==> src/rtl/lcd_pkg.sv <==
// ---- lcd_pkg: shared states, timing defaults and error indices for the 4-bit LCD bus (rev 1.0) ----
`default_nettype none

package lcd_pkg;

  typedef enum logic [2:0] {
    WAIT_HI = 3'd0,
    HIGH_HI = 3'd1,
    GAP_NIB = 3'd2,
    HIGH_LO = 3'd3,
    GAP_CMD = 3'd4
  } lcd_state_t;

  localparam int DEF_MIN_SETUP   = 2;
  localparam int DEF_MIN_PULSE   = 12;
  localparam int DEF_MIN_HOLD    = 1;
  localparam int DEF_MIN_NIB_GAP = 50;
  localparam int DEF_MIN_CMD_GAP = 2000;
  localparam int DEF_TIMEOUT     = 4095;

  localparam int CNT_W = 12;

  localparam int ERR_SETUP   = 0;
  localparam int ERR_PULSE   = 1;
  localparam int ERR_HOLD    = 2;
  localparam int ERR_GAP     = 3;
  localparam int ERR_TIMEOUT = 4;
  localparam int ERR_RW      = 5;
  localparam int ERR_W       = 6;

  function automatic logic [CNT_W-1:0] sat_inc(input logic [CNT_W-1:0] v);
    return (v == {CNT_W{1'b1}}) ? v : v + 1'b1;
  endfunction

endpackage

`default_nettype wire

==> src/rtl/lcd_bus_sampler.sv <==
// ---- lcd_bus_sampler: input registers, E edge detection, bus stability counter (rev 1.0) ----
`default_nettype none

module lcd_bus_sampler
  import lcd_pkg::*;
(
  input  logic             clk,
  input  logic             reset,
  input  logic             lcd_e,
  input  logic             lcd_rs,
  input  logic             lcd_rw,
  input  logic [3:0]       sf_d,
  output logic             e_q,
  output logic             rw_q,
  output logic             rise,
  output logic             fall,
  output logic             rd_changed,
  output logic [CNT_W-1:0] stable_cnt,
  output logic [3:0]       lat_d,
  output logic             lat_rs
);

  logic       e_q2;
  logic       rs_q;
  logic [3:0] d_q;

  assign rise = e_q & ~e_q2;
  assign fall = ~e_q & e_q2;

  // rd_changed and stable_cnt both describe the registered bus value, not the raw pins
  always_ff @(posedge clk or posedge reset) begin
    if (reset) begin
      e_q        <= 1'b0;
      e_q2       <= 1'b0;
      rs_q       <= 1'b0;
      rw_q       <= 1'b0;
      d_q        <= 4'h0;
      rd_changed <= 1'b0;
      stable_cnt <= '0;
      lat_d      <= 4'h0;
      lat_rs     <= 1'b0;
    end else begin
      e_q        <= lcd_e;
      e_q2       <= e_q;
      rs_q       <= lcd_rs;
      rw_q       <= lcd_rw;
      d_q        <= sf_d;
      rd_changed <= ({lcd_rs, sf_d} != {rs_q, d_q});
      if ({lcd_rs, lcd_rw, sf_d} != {rs_q, rw_q, d_q})
        stable_cnt <= '0;
      else
        stable_cnt <= sat_inc(stable_cnt);
      if (e_q) begin
        lat_d  <= d_q;
        lat_rs <= rs_q;
      end
    end
  end

endmodule

`default_nettype wire

==> src/rtl/lcd_nibble_receiver.sv <==
// ---- lcd_nibble_receiver: reassembles 4-bit LCD writes into bytes and flags timing violations (rev 1.0) ----
`default_nettype none

module lcd_nibble_receiver
  import lcd_pkg::*;
#(
  parameter int MIN_SETUP   = DEF_MIN_SETUP,
  parameter int MIN_PULSE   = DEF_MIN_PULSE,
  parameter int MIN_HOLD    = DEF_MIN_HOLD,
  parameter int MIN_NIB_GAP = DEF_MIN_NIB_GAP,
  parameter int MIN_CMD_GAP = DEF_MIN_CMD_GAP,
  parameter int TIMEOUT     = DEF_TIMEOUT
)
(
  input  logic             clk,
  input  logic             reset,
  input  logic             lcd_e,
  input  logic             lcd_rs,
  input  logic             lcd_rw,
  input  logic [3:0]       sf_d,
  input  logic             clear_err,
  output logic             rx_valid,
  output logic [7:0]       rx_data,
  output logic             rx_rs,
  output logic             nibble_phase,
  output logic [ERR_W-1:0] err
);

  logic             e_q, rw_q, rise, fall, rd_changed, lat_rs;
  logic [CNT_W-1:0] stable_cnt;
  logic [3:0]       lat_d;

  lcd_bus_sampler u_sampler (
    .clk        (clk),
    .reset      (reset),
    .lcd_e      (lcd_e),
    .lcd_rs     (lcd_rs),
    .lcd_rw     (lcd_rw),
    .sf_d       (sf_d),
    .e_q        (e_q),
    .rw_q       (rw_q),
    .rise       (rise),
    .fall       (fall),
    .rd_changed (rd_changed),
    .stable_cnt (stable_cnt),
    .lat_d      (lat_d),
    .lat_rs     (lat_rs)
  );

  lcd_state_t       state;
  logic [CNT_W-1:0] hi_cnt;
  logic [CNT_W-1:0] gap_cnt;
  logic [3:0]       hi_nib;
  logic             hi_rs;

  logic [CNT_W:0]   elapsed;
  logic             in_gap;
  logic             accept;
  logic             timeout_hit;
  logic [ERR_W-1:0] err_set;

  // elapsed counts the fall cycle itself, so a gap of N low cycles reads N at the next rise
  always_comb begin
    elapsed     = {1'b0, gap_cnt} + 1'b1;
    in_gap      = (state == GAP_NIB) || (state == GAP_CMD);
    accept      = rise && !rw_q;
    timeout_hit = (state == GAP_NIB) && !accept && (gap_cnt == CNT_W'(TIMEOUT));
    err_set     = '0;
    err_set[ERR_SETUP]   = (rise && (stable_cnt < CNT_W'(MIN_SETUP))) ||
                           (fall && (state == HIGH_LO) && (lat_rs != hi_rs));
    err_set[ERR_PULSE]   = fall && (hi_cnt < CNT_W'(MIN_PULSE));
    err_set[ERR_HOLD]    = rd_changed &&
                           (e_q || fall || (in_gap && (elapsed < (CNT_W+1)'(MIN_HOLD))));
    err_set[ERR_GAP]     = accept &&
                           (((state == GAP_NIB) && (elapsed < (CNT_W+1)'(MIN_NIB_GAP))) ||
                            ((state == GAP_CMD) && (elapsed < (CNT_W+1)'(MIN_CMD_GAP))));
    err_set[ERR_TIMEOUT] = timeout_hit;
    err_set[ERR_RW]      = rise && rw_q;
  end

  always_ff @(posedge clk or posedge reset) begin
    if (reset) begin
      state        <= WAIT_HI;
      hi_cnt       <= '0;
      gap_cnt      <= '0;
      hi_nib       <= 4'h0;
      hi_rs        <= 1'b0;
      rx_valid     <= 1'b0;
      rx_data      <= 8'h00;
      rx_rs        <= 1'b0;
      nibble_phase <= 1'b0;
      err          <= '0;
    end else begin
      rx_valid <= 1'b0;
      hi_cnt   <= e_q ? sat_inc(hi_cnt) : '0;
      gap_cnt  <= fall ? '0 : sat_inc(gap_cnt);
      // a violation detected in the clearing cycle survives the clear
      err      <= (clear_err ? '0 : err) | err_set;
      case (state)
        WAIT_HI: begin
          if (accept) state <= HIGH_HI;
        end
        HIGH_HI: begin
          if (fall) begin
            hi_nib       <= lat_d;
            hi_rs        <= lat_rs;
            nibble_phase <= 1'b1;
            state        <= GAP_NIB;
          end
        end
        GAP_NIB: begin
          if (accept) begin
            state <= HIGH_LO;
          end else if (timeout_hit) begin
            nibble_phase <= 1'b0;
            state        <= WAIT_HI;
          end
        end
        HIGH_LO: begin
          if (fall) begin
            rx_data      <= {hi_nib, lat_d};
            rx_rs        <= lat_rs;
            rx_valid     <= 1'b1;
            nibble_phase <= 1'b0;
            state        <= GAP_CMD;
          end
        end
        GAP_CMD: begin
          if (accept) state <= HIGH_HI;
        end
        default: begin
          nibble_phase <= 1'b0;
          state        <= WAIT_HI;
        end
      endcase
    end
  end

endmodule

`default_nettype wire

==> config.mk <==
export PLATFORM = sky130hd
export DESIGN_NAME = lcd_nibble_receiver
export DESIGN_NICKNAME = d
export VERILOG_FILES = /design/src/rtl/lcd_pkg.sv /design/src/rtl/lcd_bus_sampler.sv /design/src/rtl/lcd_nibble_receiver.sv
export SDC_FILE = /design/constraint.sdc
export NUM_CORES = 1
export LEC_CHECK = 0
export CAP_MARGIN = 5
export CELL_PAD_IN_SITES_DETAIL_PLACEMENT = 2
export CELL_PAD_IN_SITES_GLOBAL_PLACEMENT = 2
export CORE_AREA = 5 5 105 107
export CTS_CLUSTER_DIAMETER = 50
export DETAILED_ROUTE_END_ITERATION = 7
export DIE_AREA = 0 0 110 112
export PLACE_DENSITY = 0.82
export SLEW_MARGIN = 30
export SYNTH_ARGS = -nofsm -noshare
export SYNTH_HDL_FRONTEND = slang
export SYNTH_SLANG_ARGS = --single-unit
==> constraint.sdc <==
create_clock -name clk -period 3.52 [get_ports clk]
set_clock_uncertainty 0.1 [all_clocks]
set_input_delay 0.704 -clock clk [delete_from_list [all_inputs] [get_ports clk]]
set_output_delay 0.704 -clock clk [all_outputs]
set_load 0.03 [all_outputs]
==> results of run 1 <==
## metal layers
metal / wire length (um) / vias to the layer above
met5: 0 / -
met4: 129 / 0
met3: 249 / 9
met2: 4900 / 35
met1: 4380 / 1479
li1: - / 1378
## Yosys cell counts (5+ instances only)
master	count	area, um2
sky130_fd_sc_hd__xnor2_1	15	131
sky130_fd_sc_hd__nor3_1	16	80.1
sky130_fd_sc_hd__a211oi_1	5	37.5
sky130_fd_sc_hd__nor4_1	7	43.8
sky130_fd_sc_hd__dfrtp_1	75	1880
sky130_fd_sc_hd__mux2_2	10	113
sky130_fd_sc_hd__mux2i_1	6	60.1
sky130_fd_sc_hd__nand3_1	20	100
sky130_fd_sc_hd__nand2b_1	5	31.3
sky130_fd_sc_hd__xor2_1	16	140
sky130_fd_sc_hd__nand4_1	10	62.6
sky130_fd_sc_hd__clkbuf_1	8	30.0
sky130_fd_sc_hd__nand2_1	45	169
sky130_fd_sc_hd__inv_1	10	37.5
sky130_fd_sc_hd__nor2b_1	6	37.5
sky130_fd_sc_hd__a21oi_1	20	100
sky130_fd_sc_hd__nor2_1	35	131
sky130_fd_sc_hd__o21ai_0	10	50.1
## power breakdown
part | switching, W | internal [W]
sequential | 0.000143 | 0.000989
clock | 0.000313 | 0.000323
combinational | 0.000316 | 0.000250
## sequential cells by signal (all words and copies together), names as in the netlist, 3 cells and up
signal	flops
hi_cnt	12
rx_data	8
hi_nib	4
u_sampler.d_q	4
gap_cnt	12
u_sampler.stable_cnt	12
state	3
err	6
u_sampler.lat_d	4
## through the flow
stage,std cells,worst slack [ns],util [%],area (um2)
final,541,1.00,42.2,4240
after global routing,541,0.812,42.2,4240
after CTS,541,1.00,42.2,4240
after detailed placement,526,0.676,40.4,4060
after global placement,526,0.975,40.4,4060
after floorplan,378,0.806,-,3710
## kinds of logic (layout without fill, tap and decap cells)
family          after synthesis  count (layout)  share of synthesized area (%)
simple gates                163             163                           21.5
flops                        75              75                           50.6
compound gates               61              61                           10.8
xor+xnor                     31              31                           7.33
buf+inv                      29              56                           3.98
mux                          16              16                           4.66
fa+ha+maj                     3               3                           1.01
## area by class of cell
| type | count | share of cell area (%) |
|---|---|---|
| clock buffer | 12 | 3.19 |
| multi-input combinational | 274 | 39.8 |
| clock inverter | 3 | 0.944 |
| inverter | 11 | 0.973 |
| timing repair buffer | 30 | 6.84 |
| tap | 136 | 4.01 |
| sequential | 75 | 44.2 |
## layout by cell type (no fill, tap or decap), types with 6 or more instances in the layout
cell type / Yosys / final
sky130_fd_sc_hd__inv_1: 10 / 9
sky130_fd_sc_hd__nor3_1: 16 / 16
sky130_fd_sc_hd__nand3_1: 20 / 20
sky130_fd_sc_hd__mux2_2: 10 / 10
sky130_fd_sc_hd__nor4_1: 7 / 6
sky130_fd_sc_hd__nor2b_1: 6 / 6
sky130_fd_sc_hd__a21oi_1: 20 / 20
sky130_fd_sc_hd__dfrtp_1: 75 / 75
sky130_fd_sc_hd__nand4_1: 10 / 10
sky130_fd_sc_hd__clkbuf_8: 0 / 9
sky130_fd_sc_hd__nand2_1: 45 / 45
sky130_fd_sc_hd__nor2_1: 35 / 35
sky130_fd_sc_hd__xnor2_1: 15 / 15
sky130_fd_sc_hd__mux2i_1: 6 / 6
sky130_fd_sc_hd__clkdlybuf4s50_1: 0 / 26
sky130_fd_sc_hd__xor2_1: 16 / 16
sky130_fd_sc_hd__o21ai_0: 10 / 10
## critical path, stage by stage, from the launching register on
cell and delay [ns]:
sky130_fd_sc_hd__dfrtp_1 0.52, sky130_fd_sc_hd__ha_1 0.38, sky130_fd_sc_hd__nand3_1 0.22, sky130_fd_sc_hd__nor2_1 0.36
sky130_fd_sc_hd__nand3_1 0.45, sky130_fd_sc_hd__xnor2_1 0.31, sky130_fd_sc_hd__nor2_1 0.06
## worst max path at each step
stage                      startpoint                              endpoint  cells after the start  slack [ns]
3_3_place_gp                  sf_d[0]  u_sampler.stable_cnt[10]$_DFFE_PP0P_                      5        0.97
2_1_floorplan                   reset                      err[0]$_DFF_PP0_                      1        0.81
5_1_grt        gap_cnt[0]$_DFFE_PP0P_                gap_cnt[0]$_DFFE_PP0P_                      6        0.81
6_report       gap_cnt[0]$_DFFE_PP0P_                gap_cnt[0]$_DFFE_PP0P_                      6        1.00
3_5_place_dp                  sf_d[0]  u_sampler.stable_cnt[10]$_DFFE_PP0P_                      5        0.68
4_1_cts        gap_cnt[0]$_DFFE_PP0P_                gap_cnt[0]$_DFFE_PP0P_                      6        1.00
==> flow_results.org, run 1 <==
** Status
- The run finished with clean final reports.

** Die
- In this run the core area contains 37 standard-cell rows.
- In this run the count of I/O pins placed on the die edge is 27.
- Initial standard-cell utilization of the core :: a little under two fifths
- Width of the die :: 110 um
- The die covers approximately 12000 um2.
- The core region is approximately 10000 um2.
- Die Ht :: between 100 and 150 um

** GRT
- The first global-routing pass estimated 16.4 mm of wire.
- Leftover overflow at the end of global routing :: 0
- Most used routing layer :: met2
- Routing usage on met1 :: 22.3%
- Vias in the first global route :: 3225
- In the global route stage, overall resource usage came out at 17.0%.
- The initial antenna violation count is 0.
- For met3 alone, demand over resource in global routing was under 10%.
- Pin count of the biggest net entering global routing :: 31
- Met2 capacity usage during global routing :: ~28%

** Critical path
- STA classifies the critical path startpoint as a register.
- The worst register-to-register path has a depth of 6.
- The worst register-to-register path begins at gap_cnt[0]$_DFFE_PP0P_.
- Data on the critical path is required at its endpoint by roughly 3.7 ns.
- The worst register-to-register path ends at gap_cnt[0]$_DFFE_PP0P_.
- Worst Setup End Kind :: register
- Reg2Reg Setup Slack :: approximately 1.0 ns
- Crit-path max FO :: 10
- STA puts the critical path data arrival time at ~2.7 ns.
- By startpoint and endpoint, the worst setup path is classified as reg -> reg.

** Clock tree
- Insertion delay of the later-clocked pin in the worst-skew pair :: about 0.35 ns
- The number of setup buffers added after CTS is 0.
- Clock transition at the register clock pins on the worst setup and hold paths after CTS :: about 0.080 ns
- The tree is rooted in a sky130_fd_sc_hd__clkbuf_8.
- CTS tree :: done
- For this design, the CTS-stage hold fixing added 0 buffers.
- Counting along the longest clock path gives a buffer depth of 2.
- Gates resized during post-CTS repair numbered 0.
- Clock sink count :: 75
- In this run the number of H-tree levels came out at 3.
- Number of clock buffers inserted by TritonCTS :: 9

** Synthesis
- Number of cells produced by synthesis :: about 380
- Yosys printed 0 warnings.
- Counting flops with an async set or reset pin after synthesis yields a share of 100%.
- In this run, distinct cell masters in the synthesized netlist total 53.
- Net count after synthesis :: ~390
- Of the synthesized area, sequential elements account for between 50% and 60%.
- In this run, synthesis inferred 0 flip-flops with an integrated enable.
- Post-synthesis instance area :: between 3000 and 4000 um2
- A synthesized cell averages ~9.8 um2.
- Most used flip-flop cell after synthesis :: sky130_fd_sc_hd__dfrtp_1
- Number of synthesized register bits :: 75

** Hold path
- Class of the most critical hold timing path :: reg -> reg
- The worst hold path was traced through 2 stages.
- Startpoint of the lowest-slack hold path :: hi_nib[1]$_DFFE_PP0P_
- The path with the worst hold slack has its endpoint at rx_data[5]$_DFFE_PP0P_.

** Route
- After detailed routing, the number of remaining DRC violations is 0.
- Via density :: 5.36
- After detailed routing, the average wire length per cell comes to about 18 um.
- After the first detailed-routing iteration, the DRC count stood at 41.
- DRT Wirelength :: 9.66 mm
- Initial DRT Pass Iterations :: 4
- Via total after detailed routing :: about 2900
- Antenna-violating nets left :: 0

** Placement
- Final Wtd Congestion :: 0.778
- Detailed placement ended at an HPWL of approximately 7 mm.
- I/O Buffers :: 26

** Timing
- Slew headroom :: between 30% and 40%
- For the pin with the worst max-slew slack, the measured transition is between 0.8 and 0.9 ns.
- Setup violations remaining at the end of the flow were counted as 0.
- Minimum clock period :: between 2 and 3 ns
- The final critical path takes up roughly 72% of the cycle.
- The tightest hold path in the finished design has a slack of around 0.39 ns.
- Adding up every negative setup slack in the final design gives 0 ns.
- The max-slew violation count is 0.
- RSZ-0062 raised after global routing :: no
- Timing would allow up to 0.397 GHz.
- Final hold vios :: 0

** Finish
- Relative area change from synthesis to final layout :: 14.4%
- The post-route netlist has ~8.9% of its cells at a drive strength greater than 1.
- The filler cells instantiated in the layout total around 1100.
- Total area of multi-input combinational cells :: roughly 1700 um2
- The repair_antennas step left the layout with diodes totalling 0.
- Flip-flop and latch area :: 1880 um2
- The final layout contains roughly 410 nets.

** Pwr
- Worst vdd rail ir drop :: ~0.00028 V
- Summed over all cells, the static leakage comes to between 1.5 and 2 nW.
- Overall power consumption after layout is estimated at 0.00233 W.
- Power density normalized to cell area :: between 500 and 600 nW/um2

** Run
- Number of max-cap violations :: 0
No activity file was read; power rests on OpenSTA's default activity.
==> run 2: changes to the inputs <==
==> constraint.sdc (replaced) <==
create_clock -name clk -period 2.4 [get_ports clk]
set_clock_uncertainty 0.1 [all_clocks]
set_input_delay 0.48 -clock clk [delete_from_list [all_inputs] [get_ports clk]]
set_output_delay 0.48 -clock clk [all_outputs]
set_load 0.03 [all_outputs]
==> run 2 against run 1 <==
Against the previous run: final cell count grew 2.2%; global-route usage up 1.5 points; highest routed layer unchanged; largest cell class unchanged; final area grew 2.8%; worst setup slack got worse by 0.85 ns.
==> flow_results.org, run 2 (synthesis gave the netlist of run 1 again) <==
** Pwr
- Power density normalized to cell area :: 803 nW/um2 (was 550 nW/um2)
- Worst vdd rail ir drop :: 0.000562 V (was 0.000280 V)
- Leak pwr :: 1.82 nW (was 1.76 nW)

** GRT
- Overall routing resource usage :: 18.5% (was 17.0%)
- The number of global-route vias before repair came to 3388 (was 3225).
- Leftover overflow at the end of global routing :: 0 (unchanged)
- The global-route wire length before repair came to 17.8 mm (was 16.4 mm).
- The pin count of the biggest net entering global routing was 39 (was 31).
- The initial antenna violation count was 0 (unchanged).

** Die
- Initial standard-cell utilization of the core :: 36.9% (unchanged)
- The count of pins on the block boundary is 27 (unchanged).
- The core outline area was 10000 um2 (unchanged).
- Number of standard-cell rows in the floorplan :: 37 (unchanged)
- The x dimension of the die is 110 um (unchanged).
- Total Die Area :: 12300 um2 (unchanged)
- Die Ht :: 112 um (unchanged)

** Timing
- Final hold vios :: 0 (unchanged)
- RSZ-0062 raised after global routing: no (unchanged).
- The shortest clock period the worst path allows after layout was 2.24 ns (was 2.52 ns).
- Worst Slack Setup Final :: 0.156 ns (was 1.00 ns)
- Max Clk Rate :: 0.446 GHz (was 0.397 GHz)
- Slew Viols, Final :: 0 (unchanged)
- Smallest hold slack :: 0.356 ns (was 0.385 ns)
- The period utilization is 93.5% (was 71.5%).
- The sum of negative setup slack is 0 ns (unchanged).
- The worst-case headroom to the max-slew limit was 68.1% (was 39.6%).
- The slew of the pin with the lowest slew margin came to 0.477 ns (was 0.899 ns).
- The final setup violation count came to 0 (unchanged).

** Critical path
- The peak per-stage delay on the critical path was 0.39 ns (was 0.52 ns).
- The master of the slowest instance on the critical path is sky130_fd_sc_hd__nor3_1 (was sky130_fd_sc_hd__dfrtp_1).
- Critical path, cell by cell :: ha_1 -> nand3_1 -> nor3_1 -> mux2i_1 -> o211ai_1 -> a221o_1 (was ha_1 -> nand3_1 -> nor2_1 -> nand3_1 -> xnor2_1 -> nor2_1)
- CP required :: 2.56 ns (was 3.66 ns)
- The reg-to-reg startpoint is gap_cnt[1]$_DFFE_PP0P_ (was gap_cnt[0]$_DFFE_PP0P_).
- The cell family with the largest share of critical-path delay is simple AND/OR/NAND/NOR gates (unchanged).
- The startpoint type of the worst setup path is a register (unchanged).
- The maximum net fanout on the critical path is 8 (was 10).
- Worst Setup End Kind :: register (unchanged)
- The data arrival time of the worst path was 2.40 ns (was 2.65 ns).
- The setup slack of the most critical reg-to-reg path came to 0.16 ns (was 1.00 ns).
- The path type of the worst setup path is reg -> reg (unchanged).
- CP Launch Point :: gap_cnt[1]$_DFFE_PP0P_ (was gap_cnt[0]$_DFFE_PP0P_)
- Count of buffering cells on the critical path with inverters included :: 0 (unchanged)

** Placement
- Setup Slack @ Placement :: 0.139 ns (was 0.676 ns)
- The count of input and output buffers was 26 (unchanged).
- Final Wtd Congestion :: 0.871 (was 0.778)
- The post-detailed-placement half-perimeter wirelength came to 7.53 mm (was 7.06 mm).

** Finish
- The share of post-route cells with drive strength above 1 is 12.5% (was 8.89%).
- Commonest cells after routing, fill and taps aside :: 75 x sky130_fd_sc_hd__dfrtp_1, 45 x sky130_fd_sc_hd__nand2_1, 35 x sky130_fd_sc_hd__nor2_1 (unchanged)
- The synthesis-to-layout area growth is 17.6% (was 14.4%).
- The number of nets at the end of the flow was 426 (was 414).
- Number of inserted diodes :: 0 (unchanged)
- Registers with the highest flip-flop counts :: gap_cnt: 12 flops, hi_cnt: 12 flops, u_sampler.stable_cnt: 12 flops (unchanged)
- The most common cell after layout, fill and taps aside was sky130_fd_sc_hd__dfrtp_1 (unchanged).

** Clock tree
- Insertion delay of the later-clocked pin in the worst-skew pair :: 0.37 ns (was 0.35 ns)
- Maximum clock path buffer count :: 2 (unchanged)
- Clock transition at the register clock pins on the worst setup and hold paths after CTS :: 0.09 ns (was 0.08 ns)
- The clock tree root buffer cell is sky130_fd_sc_hd__clkbuf_8 (unchanged).
- The count of clock tree sinks is 75 (unchanged).
- The clock buffer count from CTS was 9 (unchanged).
- CTS tree :: done (unchanged)
- The count of hold-fix buffers inserted at cts was 0 (unchanged).
- Max H-tree Level :: 3 (unchanged)

** Route
- The number of design rule violations left after detail routing came to 0 (unchanged).
- The via count is 3013 (was 2901).
- Avg WL per Cell :: 19.0 um (was 17.9 um)
- The final routed wirelength across all metal layers was 10.5 mm (was 9.66 mm).
- The count of antenna-violating nets left after detailed routing came to 0 (unchanged).
- Number of violations reported at the end of detailed-routing iteration 0 :: 76 (was 41)
- The routed via count divided by cell count is 5.45 (was 5.36).
- Initial DRT Pass Iterations :: 4 (unchanged)

** Status
- Result of the run :: complete, no violations (unchanged)

** Run
- The max-cap violation count was 0 (unchanged).

** Hold path
- The type of the worst min-delay path was in -> async (was reg -> reg).
run 2: cell type report:
class	instances	area (um2)
Clock buffer	9	124
Clock inverter	6	57.6
Fill cell	1101	5690
Inverter	11	45.0
Multi-Input combinational cell	274	1690
Sequential cell	75	1880
Tap cell	136	170
Timing Repair Buffer	42	393
run 2: final timing paths:
kind,depth (start not counted),end
max,6,err[3]$_DFF_PP0_
min,2,gap_cnt[8]$_DFFE_PP0P_
max reg2reg,6,err[3]$_DFF_PP0_
min reg2reg,2,rx_data[7]$_DFFE_PP0P_
max in group asynchronous,3,u_sampler.rw_q$_DFF_PP0_
min in group clk,2,rx_data[7]$_DFFE_PP0P_
run 2: worst reg2reg max path, cell delays in order, from the launching register on:
cell,delay (ns)
sky130_fd_sc_hd__dfrtp_1,0.37
sky130_fd_sc_hd__ha_1,0.34
sky130_fd_sc_hd__nand3_1,0.21
sky130_fd_sc_hd__nor3_1,0.39
sky130_fd_sc_hd__mux2i_1,0.27
sky130_fd_sc_hd__o211ai_1,0.13
sky130_fd_sc_hd__a221o_1,0.33
run 2: power breakdown:
group | internal, W | leakage, nW | switching (W)
Combinational | 0.000388 | 0.759 | 0.000509
Sequential | 0.00145 | 0.971 | 0.000190
Clock | 0.000467 | 0.0946 | 0.000496
run 2: layer usage:
layer	track usage (%)	wire [um]	part of all wire [%]
met5	0	0	0
met3	3.65	335	3.2
met4	5.74	136	1.3
met2	30.5	5270	50
met1	24.3	4780	45
run 2: through the flow:
| stage | area (um2) | utilization (%) | std cells | total power [W] |
|---|---|---|---|---|
| finish | 4360 | 43.4 | 553 | 0.00350 |
| floorplan | 3710 | - | 378 | 0.00219 |
| detailed placement | 4170 | 41.5 | 538 | 0.00255 |
| global route | 4360 | 43.4 | 553 | 0.00369 |
| CTS | 4350 | 43.3 | 553 | 0.00354 |
| global placement | 4170 | 41.5 | 538 | 0.00249 |
run 2: timing repair:
item                       in CTS  in global routing
setup buffers                   0                  0
gates resized for setup         0                  2
setup endpoints to repair       0                  2
==> run 3: changes to the inputs <==
--- a/config.mk
+++ b/config.mk
@@ -8,11 +8,12 @@
 export CAP_MARGIN = 5
 export CELL_PAD_IN_SITES_DETAIL_PLACEMENT = 2
 export CELL_PAD_IN_SITES_GLOBAL_PLACEMENT = 2
-export CORE_AREA = 5 5 105 107
+export CORE_AREA = 5 5 100 102
+export CTS_BUF_LIST = sky130_fd_sc_hd__clkbuf_4 sky130_fd_sc_hd__clkbuf_8
 export CTS_CLUSTER_DIAMETER = 50
 export DETAILED_ROUTE_END_ITERATION = 7
-export DIE_AREA = 0 0 110 112
-export PLACE_DENSITY = 0.82
+export DIE_AREA = 0 0 105 107
+export PLACE_DENSITY = 0.89
 export SLEW_MARGIN = 30
 export SYNTH_ARGS = -nofsm -noshare
 export SYNTH_HDL_FRONTEND = slang
==> constraint.sdc (replaced) <==
create_clock -name clk -period 2.85 [get_ports clk]
set_clock_uncertainty 0.1 [all_clocks]
set_input_delay 0.57 -clock clk [delete_from_list [all_inputs] [get_ports clk]]
set_output_delay 0.57 -clock clk [all_outputs]
set_load 0.03 [all_outputs]
==> run 3 against run 2 <==
Against the previous run: final cell count down 5.8%; non-clock buffer count shrank 8; flip-flop and latch count unchanged; count of clock-buffer cells in the layout is 1 higher; first-iteration DRC count fell by 9.2%; clock power decreased by 9.9%; critical endpoint unchanged.
==> flow_results.org, run 3 (synthesis gave the netlist of run 1 again) <==
** Pwr
- The internal power summed over all cells is 0.00196 W (was 0.00231 W).
- The leakage power total was 1.79 nW (was 1.82 nW).
- Logic gate share of total power :: 24.5% (was 25.6%)
- Power density normalized to cell area :: 704 nW/um2 (was 803 nW/um2)
- Proportion of power drawn by the clock network :: 28.8% (was 27.5%)
- Net switching share of the total power :: 34.8% (was 34.1%)
- The register share of total power is 46.7% (was 46.9%).
- The maximum vdd drop was 0.000507 V (was 0.000562 V).
- Net switching power figure :: 0.00105 W (was 0.00119 W)

** Route
- The routed length per placed instance is 20.9 um (was 19.0 um).
- Via total after detailed routing :: 3015 (was 3013)
- The final routed wirelength across all metal layers was 10.9 mm (was 10.5 mm).
- Initial DRT Pass Iterations :: 4 (unchanged)
- The routed via count divided by cell count came to 5.79 (was 5.45).
- Post-route DRC :: 0 (unchanged)
- The count of routing violations after the opening detailed-route iteration came to 69 (was 76).
- Antenna-violating nets left :: 0 (unchanged)

** Timing
- Max Clk Rate :: 0.378 GHz (was 0.446 GHz)
- The worst hold margin is 0.357 ns (was 0.356 ns).
- Final hold vios :: 0 (unchanged)
- Minimum clock period :: 2.65 ns (was 2.24 ns)
- Slew Viols, Final :: 0 (unchanged)
- Worst Slack Setup Final :: 0.201 ns (was 0.156 ns)
- The final setup violation count came to 0 (unchanged).
- Worst Tran Pin Value :: 0.689 ns (was 0.477 ns)
- Setup TNS after final layout :: 0 ns (unchanged)
- The worst-case headroom to the max-slew limit was 53.7% (was 68.1%).
- The period utilization is 92.9% (was 93.5%).

** GRT
- The global-route wire length before repair is 18.5 mm (was 17.8 mm).
- Overall routing resource usage :: 20.6% (was 18.5%)
- Pin count of the biggest net entering global routing :: 50 (was 39)
- The total grt overflow is 0 (unchanged).
- Vias in the first global route :: 3396 (was 3388)
- Initial antenna violation count :: 0 (unchanged)

** Run
- The max-cap violation count is 0 (unchanged).

** Clock tree
- The clock tree from TritonCTS is done (unchanged).
- Clock transition at the register clock pins on the worst setup and hold paths after CTS :: 0.09 ns (about the same)
- Insertion delay of the later-clocked pin in the worst-skew pair :: 0.36 ns (was 0.37 ns)
- The maximum buffer depth of the clock tree was 2 (unchanged).
- Number of gates resized after cts :: 0 (unchanged)
- The total setup buffers inserted after CTS is 0 (unchanged).
- The maximum level of the CTS H-tree came to 3 (unchanged).
- The clock buffer count from CTS came to 9 (unchanged).
- Quantity of hold-fixing buffers added after cts :: 0 (unchanged)
- Clock sink count :: 75 (unchanged)
- Root Buffer Master :: sky130_fd_sc_hd__clkbuf_8 (unchanged)

** Placement
- The count of input and output buffers was 26 (unchanged).
- The placed cell area is 4070 um2 (was 4170 um2).
- Placed wire-length estimate :: 7.49 mm (was 7.53 mm)
- Final Wtd Congestion :: 0.822 (was 0.871)
- Setup Slack @ Placement :: 0.180 ns (was 0.139 ns)

** Critical path
- The data arrival time of the worst path came to 2.85 ns (was 2.40 ns).
- The path type of the worst setup path is reg -> reg (unchanged).
- Kind of start point of the critical path :: register (unchanged)
- The data required time of the worst path was 3.05 ns (was 2.56 ns).
- The kind of end point of the critical path is a register (unchanged).
- Crit-path max FO :: 9 (was 8)

** Finish
- The number of diodes added for antenna fixing is 0 (unchanged).
- The utilization of the core after routing was 47.4% (was 43.4%).
- Total area of multi-input combinational cells :: 1690 um2 (about the same)
- The final instance area is 4280 um2 (was 4360 um2).
- Commonest cells after routing, fill and taps aside: 75 x sky130_fd_sc_hd__dfrtp_1, 45 x sky130_fd_sc_hd__nand2_1, 34 x sky130_fd_sc_hd__nor2_1 (was 75 x sky130_fd_sc_hd__dfrtp_1, 45 x sky130_fd_sc_hd__nand2_1, 35 x sky130_fd_sc_hd__nor2_1).
- Final Net Count :: 418 (was 426)
- Commonest non-fill, non-tap cell in the layout :: sky130_fd_sc_hd__dfrtp_1 (unchanged)
- The share of post-route cells with drive strength above 1 was 11.0% (was 12.5%).
- Registers with the highest flip-flop counts: gap_cnt: 12 flops, hi_cnt: 12 flops, u_sampler.stable_cnt: 12 flops (unchanged).
- The area of all sequential standard cells came to 1880 um2 (unchanged).
- Number of fillers in the final layout :: 980 (was 1101)
- The synthesis-to-layout area growth was 15.5% (was 17.6%).

** Die
- Initial standard-cell utilization of the core :: 41.1% (was 36.9%)
- The count of pins on the block boundary came to 27 (unchanged).
- Width of the die :: 105 um (was 110 um)
- The site row count is 35 (was 37).
- The total die area is 11200 um2 (was 12300 um2).
- Core Area :: 9020 um2 (was 10000 um2)
- The vertical die dimension is 107 um (was 112 um).

** Status
- Result of the run: complete, no violations (unchanged).

** Hold path
- The type of the worst min-delay path was in -> async (unchanged).
==> run 3: cell types whose count changed in the layout (fill, tap and decap cells not counted) <==
cell and change:
sky130_fd_sc_hd__buf_4 -8, sky130_fd_sc_hd__clkbuf_8 +1, sky130_fd_sc_hd__clkinv_2 -2, sky130_fd_sc_hd__inv_2 +1, sky130_fd_sc_hd__inv_6 +1, sky130_fd_sc_hd__nor2_1 -1, sky130_fd_sc_hd__nor2_2 +1, sky130_fd_sc_hd__nor4_1 +1
sky130_fd_sc_hd__nor4_2 -1
==> run 3: final timing paths <==
check	depth (start not counted)	to	from	slack (ns)
worst max-delay path	6	err[3]$_DFF_PP0_	gap_cnt[0]$_DFFE_PP0P_	0.20
worst min-delay path	2	u_sampler.e_q$_DFF_PP0_	reset	0.36
worst max register to register	6	err[3]$_DFF_PP0_	gap_cnt[0]$_DFFE_PP0P_	0.20
worst min register to register	2	rx_data[6]$_DFFE_PP0P_	rx_data[6]$_DFFE_PP0P_	0.38
max in group asynchronous	3	rx_rs$_DFFE_PP0P_	reset	1.74
min in group clk	2	rx_data[6]$_DFFE_PP0P_	rx_data[6]$_DFFE_PP0P_	0.38
==> run 3: per-layer routing <==
| metal | vias to the layer above | routed length, um | track usage [%] |
|---|---|---|---|
| met4 | 0 | 280 | 8.40 |
| met1 | 1541 | 4760 | 25.3 |
| met5 | - | 0 | 0 |
| met3 | 23 | 281 | 3.37 |
| li1 | 1393 | - | - |
| met2 | 58 | 5590 | 36.0 |
==> run 3: layout make-up <==
class | count | share of cell area, %
Clock inverter | 6 | 1.49
Timing Repair Buffer | 34 | 7.78
Sequential cell | 75 | 43.8
Clock buffer | 10 | 3.22
Inverter | 11 | 0.965
Multi-Input combinational cell | 274 | 39.5
Tap cell | 111 | 3.24
==> run 3: worst max-delay path: stages, from the launching register on <==
cell and delay, ns:
sky130_fd_sc_hd__dfrtp_1 0.53, sky130_fd_sc_hd__ha_1 0.40, sky130_fd_sc_hd__nand3_1 0.26, sky130_fd_sc_hd__nor3_1 0.45
sky130_fd_sc_hd__a32oi_1 0.13, sky130_fd_sc_hd__a2111oi_2 0.49, sky130_fd_sc_hd__a221o_1 0.23
==> run 3: power by group through the flow <==
stage / combinational (W) / clock, W / sequential (W)
floorplan: 0.000371 / 0 / 0.00147
global placement: 0.000677 / 0 / 0.00140
detailed placement: 0.000720 / 0 / 0.00142
CTS: 0.000746 / 0.000886 / 0.00140
global route: 0.000798 / 0.000939 / 0.00143
finish: 0.000737 / 0.000868 / 0.00141
==> run 3: through the flow <==
stage	total power (W)	instances
floorplan	0.00184	378
global placement	0.00208	505
detailed placement	0.00214	505
CTS	0.00304	521
global route	0.00317	521
finish	0.00301	521
